==> src/rtl/res_seq.sv <==
// res_seq: reset sequencer. Synchronizes release of an async active-low
// reset, holds all domains in reset for HOLD_CYCLES, then releases the
// domain resets one at a time, bit 0 first, GAP_CYCLES apart. While running,
// a soft-reset request replays the hold/release sequence once per request
// and acknowledges completion with a one-cycle pulse.
module res_seq #(
   parameter int SYNC_STAGES = 2,
   parameter int HOLD_CYCLES = 16,
   parameter int GAP_CYCLES  = 4,
   parameter int NUM_DOMAINS = 4
) (
   input  logic                   clk,
   input  logic                   res,
   input  logic                   soft_req,
   output logic [NUM_DOMAINS-1:0] res_out,
   output logic                   ready,
   output logic                   soft_ack
);

   // One shared counter covers both the hold and the gap intervals; it
   // counts down from (interval-1) so a zero test marks the final edge.
   localparam int MAX_CYC = (HOLD_CYCLES > GAP_CYCLES) ? HOLD_CYCLES : GAP_CYCLES;
   localparam int CNT_W   = (MAX_CYC > 1) ? $clog2(MAX_CYC) : 1;
   localparam int IDX_W   = (NUM_DOMAINS > 1) ? $clog2(NUM_DOMAINS) : 1;

   localparam logic [CNT_W-1:0] HOLD_LOAD = CNT_W'(HOLD_CYCLES - 1);
   localparam logic [CNT_W-1:0] GAP_LOAD  = CNT_W'(GAP_CYCLES - 1);
   localparam logic [IDX_W-1:0] LAST_IDX  = IDX_W'(NUM_DOMAINS - 1);
   localparam logic [IDX_W-1:0] FIRST_GAP = IDX_W'(1);

   typedef enum logic [1:0] {
      ST_ASSERT,
      ST_HOLD,
      ST_RELEASE,
      ST_RUN
   } state_t;

   logic [SYNC_STAGES-1:0] sync_q;
   logic                   res_sync;

   state_t                 state, state_nxt;
   logic [CNT_W-1:0]       cnt, cnt_nxt;
   logic [IDX_W-1:0]       idx, idx_nxt;
   logic [NUM_DOMAINS-1:0] res_out_nxt;
   logic                   ready_nxt;
   logic                   soft_ack_nxt;
   logic                   armed, armed_nxt;
   logic                   soft_flag, soft_flag_nxt;

   // Deassertion synchronizer: cleared asynchronously, fills with ones so
   // the release reaches the FSM only after SYNC_STAGES clean edges.
   always_ff @(posedge clk or negedge res) begin
      if (!res) sync_q <= '0;
      else      sync_q <= {sync_q[SYNC_STAGES-2:0], 1'b1};
   end

   assign res_sync = sync_q[SYNC_STAGES-1];

   // State register: every output is a flop, cleared asynchronously so a
   // reset pulse of any width aborts whatever sequence is in flight.
   always_ff @(posedge clk or negedge res) begin
      if (!res) begin
         state     <= ST_ASSERT;
         cnt       <= '0;
         idx       <= '0;
         res_out   <= '0;
         ready     <= 1'b0;
         soft_ack  <= 1'b0;
         armed     <= 1'b1;
         soft_flag <= 1'b0;
      end else begin
         state     <= state_nxt;
         cnt       <= cnt_nxt;
         idx       <= idx_nxt;
         res_out   <= res_out_nxt;
         ready     <= ready_nxt;
         soft_ack  <= soft_ack_nxt;
         armed     <= armed_nxt;
         soft_flag <= soft_flag_nxt;
      end
   end

   // Next-state and next-output logic for the sequencer.
   always_comb begin
      state_nxt     = state;
      cnt_nxt       = cnt;
      idx_nxt       = idx;
      res_out_nxt   = res_out;
      ready_nxt     = ready;
      soft_ack_nxt  = 1'b0;
      // Any edge that sees the request low re-arms, so a held request
      // yields exactly one soft reset.
      armed_nxt     = armed | ~soft_req;
      soft_flag_nxt = soft_flag;

      case (state)
         ST_ASSERT: begin
            res_out_nxt = '0;
            ready_nxt   = 1'b0;
            if (res_sync) begin
               state_nxt = ST_HOLD;
               cnt_nxt   = HOLD_LOAD;
            end
         end

         ST_HOLD: begin
            if (cnt == '0) begin
               res_out_nxt[0] = 1'b1;
               if (NUM_DOMAINS == 1) begin
                  state_nxt     = ST_RUN;
                  ready_nxt     = 1'b1;
                  soft_ack_nxt  = soft_flag;
                  soft_flag_nxt = 1'b0;
               end else begin
                  state_nxt = ST_RELEASE;
                  idx_nxt   = FIRST_GAP;
                  cnt_nxt   = GAP_LOAD;
               end
            end else begin
               cnt_nxt = cnt - CNT_W'(1);
            end
         end

         ST_RELEASE: begin
            if (cnt == '0) begin
               // idx is never 0 here, so exactly one new bit is released.
               for (int i = 0; i < NUM_DOMAINS; i++) begin
                  if (idx == IDX_W'(i)) res_out_nxt[i] = 1'b1;
               end
               if (idx == LAST_IDX) begin
                  state_nxt     = ST_RUN;
                  ready_nxt     = 1'b1;
                  soft_ack_nxt  = soft_flag;
                  soft_flag_nxt = 1'b0;
               end else begin
                  idx_nxt = idx + IDX_W'(1);
                  cnt_nxt = GAP_LOAD;
               end
            end else begin
               cnt_nxt = cnt - CNT_W'(1);
            end
         end

         ST_RUN: begin
            if (soft_req && armed) begin
               state_nxt     = ST_HOLD;
               res_out_nxt   = '0;
               ready_nxt     = 1'b0;
               armed_nxt     = 1'b0;
               soft_flag_nxt = 1'b1;
               cnt_nxt       = HOLD_LOAD;
               idx_nxt       = '0;
            end
         end

         default: begin
            state_nxt   = ST_ASSERT;
            res_out_nxt = '0;
            ready_nxt   = 1'b0;
         end
      endcase
   end

endmodule
==> config.mk <==
export PLATFORM = sky130hd
export DESIGN_NAME = res_seq
export DESIGN_NICKNAME = d
export VERILOG_FILES = /design/src/rtl/res_seq.sv
export SDC_FILE = /design/constraint.sdc
export NUM_CORES = 1
export LEC_CHECK = 0
export BUFFER_PORTS_ARGS = -buffer_cell sky130_fd_sc_hd__buf_2
export CAP_MARGIN = 30
export CORE_MARGIN = 2
export CORE_UTILIZATION = 61
export DETAILED_ROUTE_END_ITERATION = 10
export GPL_TIMING_DRIVEN = 1
export PLACE_DENSITY = 0.81
export SYNTH_ARGS = -nofsm -noshare
export SYNTH_HDL_FRONTEND = slang
export SYNTH_SLANG_ARGS = --single-unit
==> constraint.sdc <==
create_clock -name clk -period 5.45 [get_ports clk]
set_input_delay 0.545 -clock clk [delete_from_list [all_inputs] [get_ports clk]]
set_output_delay 0.545 -clock clk [all_outputs]
set_load 0.02 [all_outputs]
==> Word level (Yosys, flattened, before mapping) <==
Index checks and enable logic that the tools add are counted.
{ "totals": {"regBits": 18, "input_bits": 3, "out_inout_bits": 6} }
{ "classes": {"n_addsub": 2, "eq_ne": 16, "muxes": 38, "n_bitwise": 2, "n_reduce_logical": 15} }
{ "op_table": {"columns": ["operator", "count"], "rows": [
  ["two-way mux 4 bit", 7],
  ["AND reduction 4 bit", 5],
  ["two-way mux 2 bit", 9],
  ["inequality test 2 bit (second input constant)", 9],
  ["one-hot mux 4 bit (4 select lines)", 1],
  ["two-way mux 1 bit", 15],
  ["AND reduction 5 bit", 2],
  ["one-hot mux 3 bit (3 select lines)", 1],
  ["== test 2 bit (second input constant)", 4],
  ["one-hot mux 2 bit (4 select lines)", 1],
  ["one-hot mux 2 bit (3 select lines)", 1],
  ["nonzero test 3 bit", 2],
  ["== test 2 x 1 -> 1 bit (second input constant)", 2],
  ["zero test 2 bit", 2],
  ["zero test 4 bit", 1],
  ["one-hot mux 1 bit (4 select lines)", 1],
  ["subtractor 4 x 1 -> 4 bit (second input constant)", 1],
  ["inequality test 3 bit (second input constant)", 1],
  ["one-hot mux 1 bit (3 select lines)", 1],
  ["AND reduction 3 bit", 1],
  ["adder 2 x 1 -> 2 bit (second input constant)", 1],
  ["one-hot mux 1 bit (2 select lines)", 1],
  ["nonzero test 2 bit", 1],
  ["logical AND 1 bit", 1],
  ["other kinds (2)", 2]
]} }

==> Longest topological paths before layout <==
{ "logic_depth": {"ltp_word": 4, "mapped_depth": 6} }

==> Worst setup path after synthesis <==
OpenSTA, ideal clock, no wires.
{ "synth_timing": {"kind": "register to register", "start": "register state[0]", "end": "register state[1]", "setup_ns": 0.125, "arrival_ns": 1.577, "slack_ns": 3.748, "path_stages_with_launch": 7, "path_buffers": 1, "period_less_slack_ns": 1.702, "path_cell_list": "dfrtp_1 -> inv_1 -> ha_1 -> buf_6 -> nor2_1 -> o2111ai_2 -> mux2_4"} }
{ "synth_between": {"elab_chain_cells": 3} }
{ "synth_rtl": {"columns": ["item", "line_no", "rtl"], "rows": [
  ["start: declaration", "41", "state_t state, state_nxt;"],
  ["start signal: assignment", "72", "state <= state_nxt;"],
  ["== test 2 x 1 -> 1 bit, or another cell as far along", "96", "case (state)"],
  ["inequality test 2 bit (no source line)", null, null],
  ["AND reduction 5 bit (no source line)", null, null]
]} }
Parallel ways exist; a longest one is shown, timed or not.
A chain may end at the register's enable or synchronous reset.

==> Final worst setup path <==
Same ends and word-level chain as after synthesis.

==> impl_metrics.py <==
metrics = {
    "run_status": {
        "status": "completed",
    },
    "finish": {
        "area.growth.synth_to_final_pct": 6.05,
        "n_antenna_cell": 0,
        "fillCellCount": 112,
        "drive_above_1_share": 0.216,
        "final_common_cell": "dfrtp_1",
        "nNetsFinal": 118,
        "layout_common_cells": "dfrtp_1 (16), ha_1 (12), inv_1 (10)",
        "final_cells": 118,
    },
    "power_and_ir_drop": {
        "p_leak_nw": 0.542,
        "clockPowerShare": 0.128,
        "switching_share": 0.420,
        "ir_worst_vdd_uv": 343,
        "power_frac_seq": 0.355,
        "combPwrFrac": 0.517,
        "power.total_mw": 0.553,
        "internal_power_mw": 0.321,
        "p_switching_mw": 0.232,
        "power_density_nw_per_um2": 504,
    },
    "sta": {
        "rsz0062_at_grt": "no",
        "tns_ns": 0,
        "fin_crit_ns": 1.90,
        "max_clock_freq_mhz": 527,
        "hold_viol": 0,
        "drv_slew": 0,
        "finalSetupViolCount": 0,
        "min_period_over_period": 0.348,
        "slew-limit-headroom": 0.616,
        "finClkSkew_ns": 0.00207,
        "fin_ws_ns": 3.55,
        "worst_pin_slew_ns": 0.568,
        "timing.hold.ws_ns": 0.147,
    },
    "clocking": {
        "cts.sinks": 17,
        "postCtsSetupBuffers": 0,
        "cts_tree": "done",
        "cts_max_level": 1,
        "path_clk_slew_ns": 0.10,
        "root_buffer": "clkbuf_4",
        "postCtsHoldBufs": 0,
        "clk_latency_ns": 0.30,
        "clockBufferDepth": 2,
        "numCtsBuffers": 3,
        "cts_resized": 0,
    },
    "yosys": {
        "ys_seq_area_frac": 0.412,
        "syn-instance-count": 93,
        "synthesis.yosys.warnings": 0,
        "syn_nets": 108,
        "synth_edf_count": 0,
        "synth_top_flop_cell": "dfrtp_1",
        "synthArstFlopShare": 1.00,
        "syn_area_per_cell_um2": 11.1,
        "yosysUniqueCellTypes": 39,
        "syn_area_um2": 1030,
        "ys_ff_latch": 17,
    },
    "critical_path": {
        "startpoint_type": "register",
        "cp_cell_sequence": "inv_1, ha_1, nor2_1, o2111ai_2, mux2_4",
        "crit_buf_inv": 1,
        "cpPeakStageDelay_ns": 0.42,
        "crit_required_ns": 5.64,
        "slowest_stage": "dfrtp_1",
        "cp.arrival_ns": 2.09,
        "path_max_fanout": 9,
        "critical_path_class": "register to register",
        "critPathTopFamily": "flip-flops",
        "cp-end-kind": "register",
    },
    "drt": {
        "drt-pass1-iter-count": 4,
        "dr_total_vias": 712,
        "viasPerCell": 6.03,
        "drtIter0Drc": 10,
        "wl_per_cell_um": 15.4,
        "drc": 0,
        "drt-total-wl_mm": 1.82,
        "route.antenna.remaining_nets": 0,
    },
    "floorplanning": {
        "core_um2": 1540,
        "pin_count": 9,
        "dieWidth_um": 45.2,
        "initial_utilization": 0.671,
        "die_h_um": 45.2,
        "row_count": 14,
        "die-area_um2": 2040,
    },
    "placement": {
        "hpwl_mm": 1.35,
        "finalWeightedCongestion": 0.862,
        "dp.cells": 114,
        "numPortBuffers": 8,
        "dp_slack_ns": 3.57,
    },
    "global_route": {
        "track_usage": 0.220,
        "antenna_found_initial": 0,
        "grt_max_degree": 18,
        "grt_pass1_wl_mm": 3.10,
        "grt_pass1_vias": 713,
        "grt_overflow": 0,
    },
    "flow_run": {
        "max_cap_viol_count": 0,
    },
    "min_path": {
        "hold_path.class": "input pin to asynchronous set/reset pin",
    },
}
==> power groups by stage <==
stage | Clock (mW) | Sequential, mW | Combinational (mW)
2_1_floorplan | 0 | 0.195 | 0.232
3_3_place_gp | 0 | 0.196 | 0.274
3_5_place_dp | 0 | 0.198 | 0.284
4_1_cts | 0.0716 | 0.196 | 0.286
5_1_grt | 0.0759 | 0.201 | 0.316
6_report | 0.0705 | 0.196 | 0.286
==> stage by stage <==
| step | util | instance area [um^2] |
|---|---|---|
| global placement | 0.695 | 1070 |
| detailed placement | 0.695 | 1070 |
| CTS | 0.712 | 1100 |
| finish | 0.712 | 1100 |
| global route | 0.712 | 1100 |
| floorplan | - | 1030 |
==> area by class of cell <==
type | count | area, um^2 | share of cell area
sequential | 17 | 427 | 0.389
inverter | 10 | 37.5 | 0.0342
multi-input combinational | 63 | 547 | 0.498
clock buffer | 4 | 26.3 | 0.0239
tap | 16 | 20.0 | 0.0182
timing repair buffer | 8 | 40.0 | 0.0365
==> flip-flops by register name, summed over array words and instances, names as in the netlist <==
signal and cells:
soft_ack 1, sync_q 2, state 2, ready 1, idx 2, res_out 3
armed 1, cnt 4, soft_flag 1
==> synth_stat cells (all sizes together) (2+ instances only) <==
cell type  instances  share of area
inv               10          0.036
dfrtp             16           0.39
a22o               3          0.025
nand3              4          0.019
ha                12           0.15
nand2              3          0.011
o2111ai            2          0.023
nor2               2         0.0073
a21oi              3          0.015
a31oi              4          0.024
o21ai              3          0.015
mux2               4          0.047
nand2b             4          0.024
buf                3          0.023
==> layer usage <==
layer	track usage	wire [um]	part of all wire	up-vias
li1	-	-	-	354
met1	0.260	842	0.46	341
met2	0.349	875	0.48	13
met3	0.0600	58	0.032	4
met4	0.141	42	0.023	0
met5	0	0	0	-
==> final timing paths <==
kind	slack (ns)	to	startpoint	cells past startpoint
min in group clk	0.36	sync_q[1]	sync_q[0]	0
max	3.55	state[1]	state[0]	5
max in group asynchronous	4.99	armed	res	1
min reg2reg	0.36	sync_q[1]	sync_q[0]	0
min	0.15	cnt[2]	res	1
max reg2reg	3.55	state[1]	state[0]	5
==> logic make-up (layout without fill, tap and decap cells) <==
logic type,count (synthesis),in the layout,share of synthesized area
mux,5,5,0.0568
fa+ha+maj,12,12,0.145
buf+inv,13,22,0.0593
flops,17,17,0.412
other cells,1,1,0.00362
compound gates,24,24,0.191
simple gates,21,21,0.132
(Power assumes the default switching activity.)
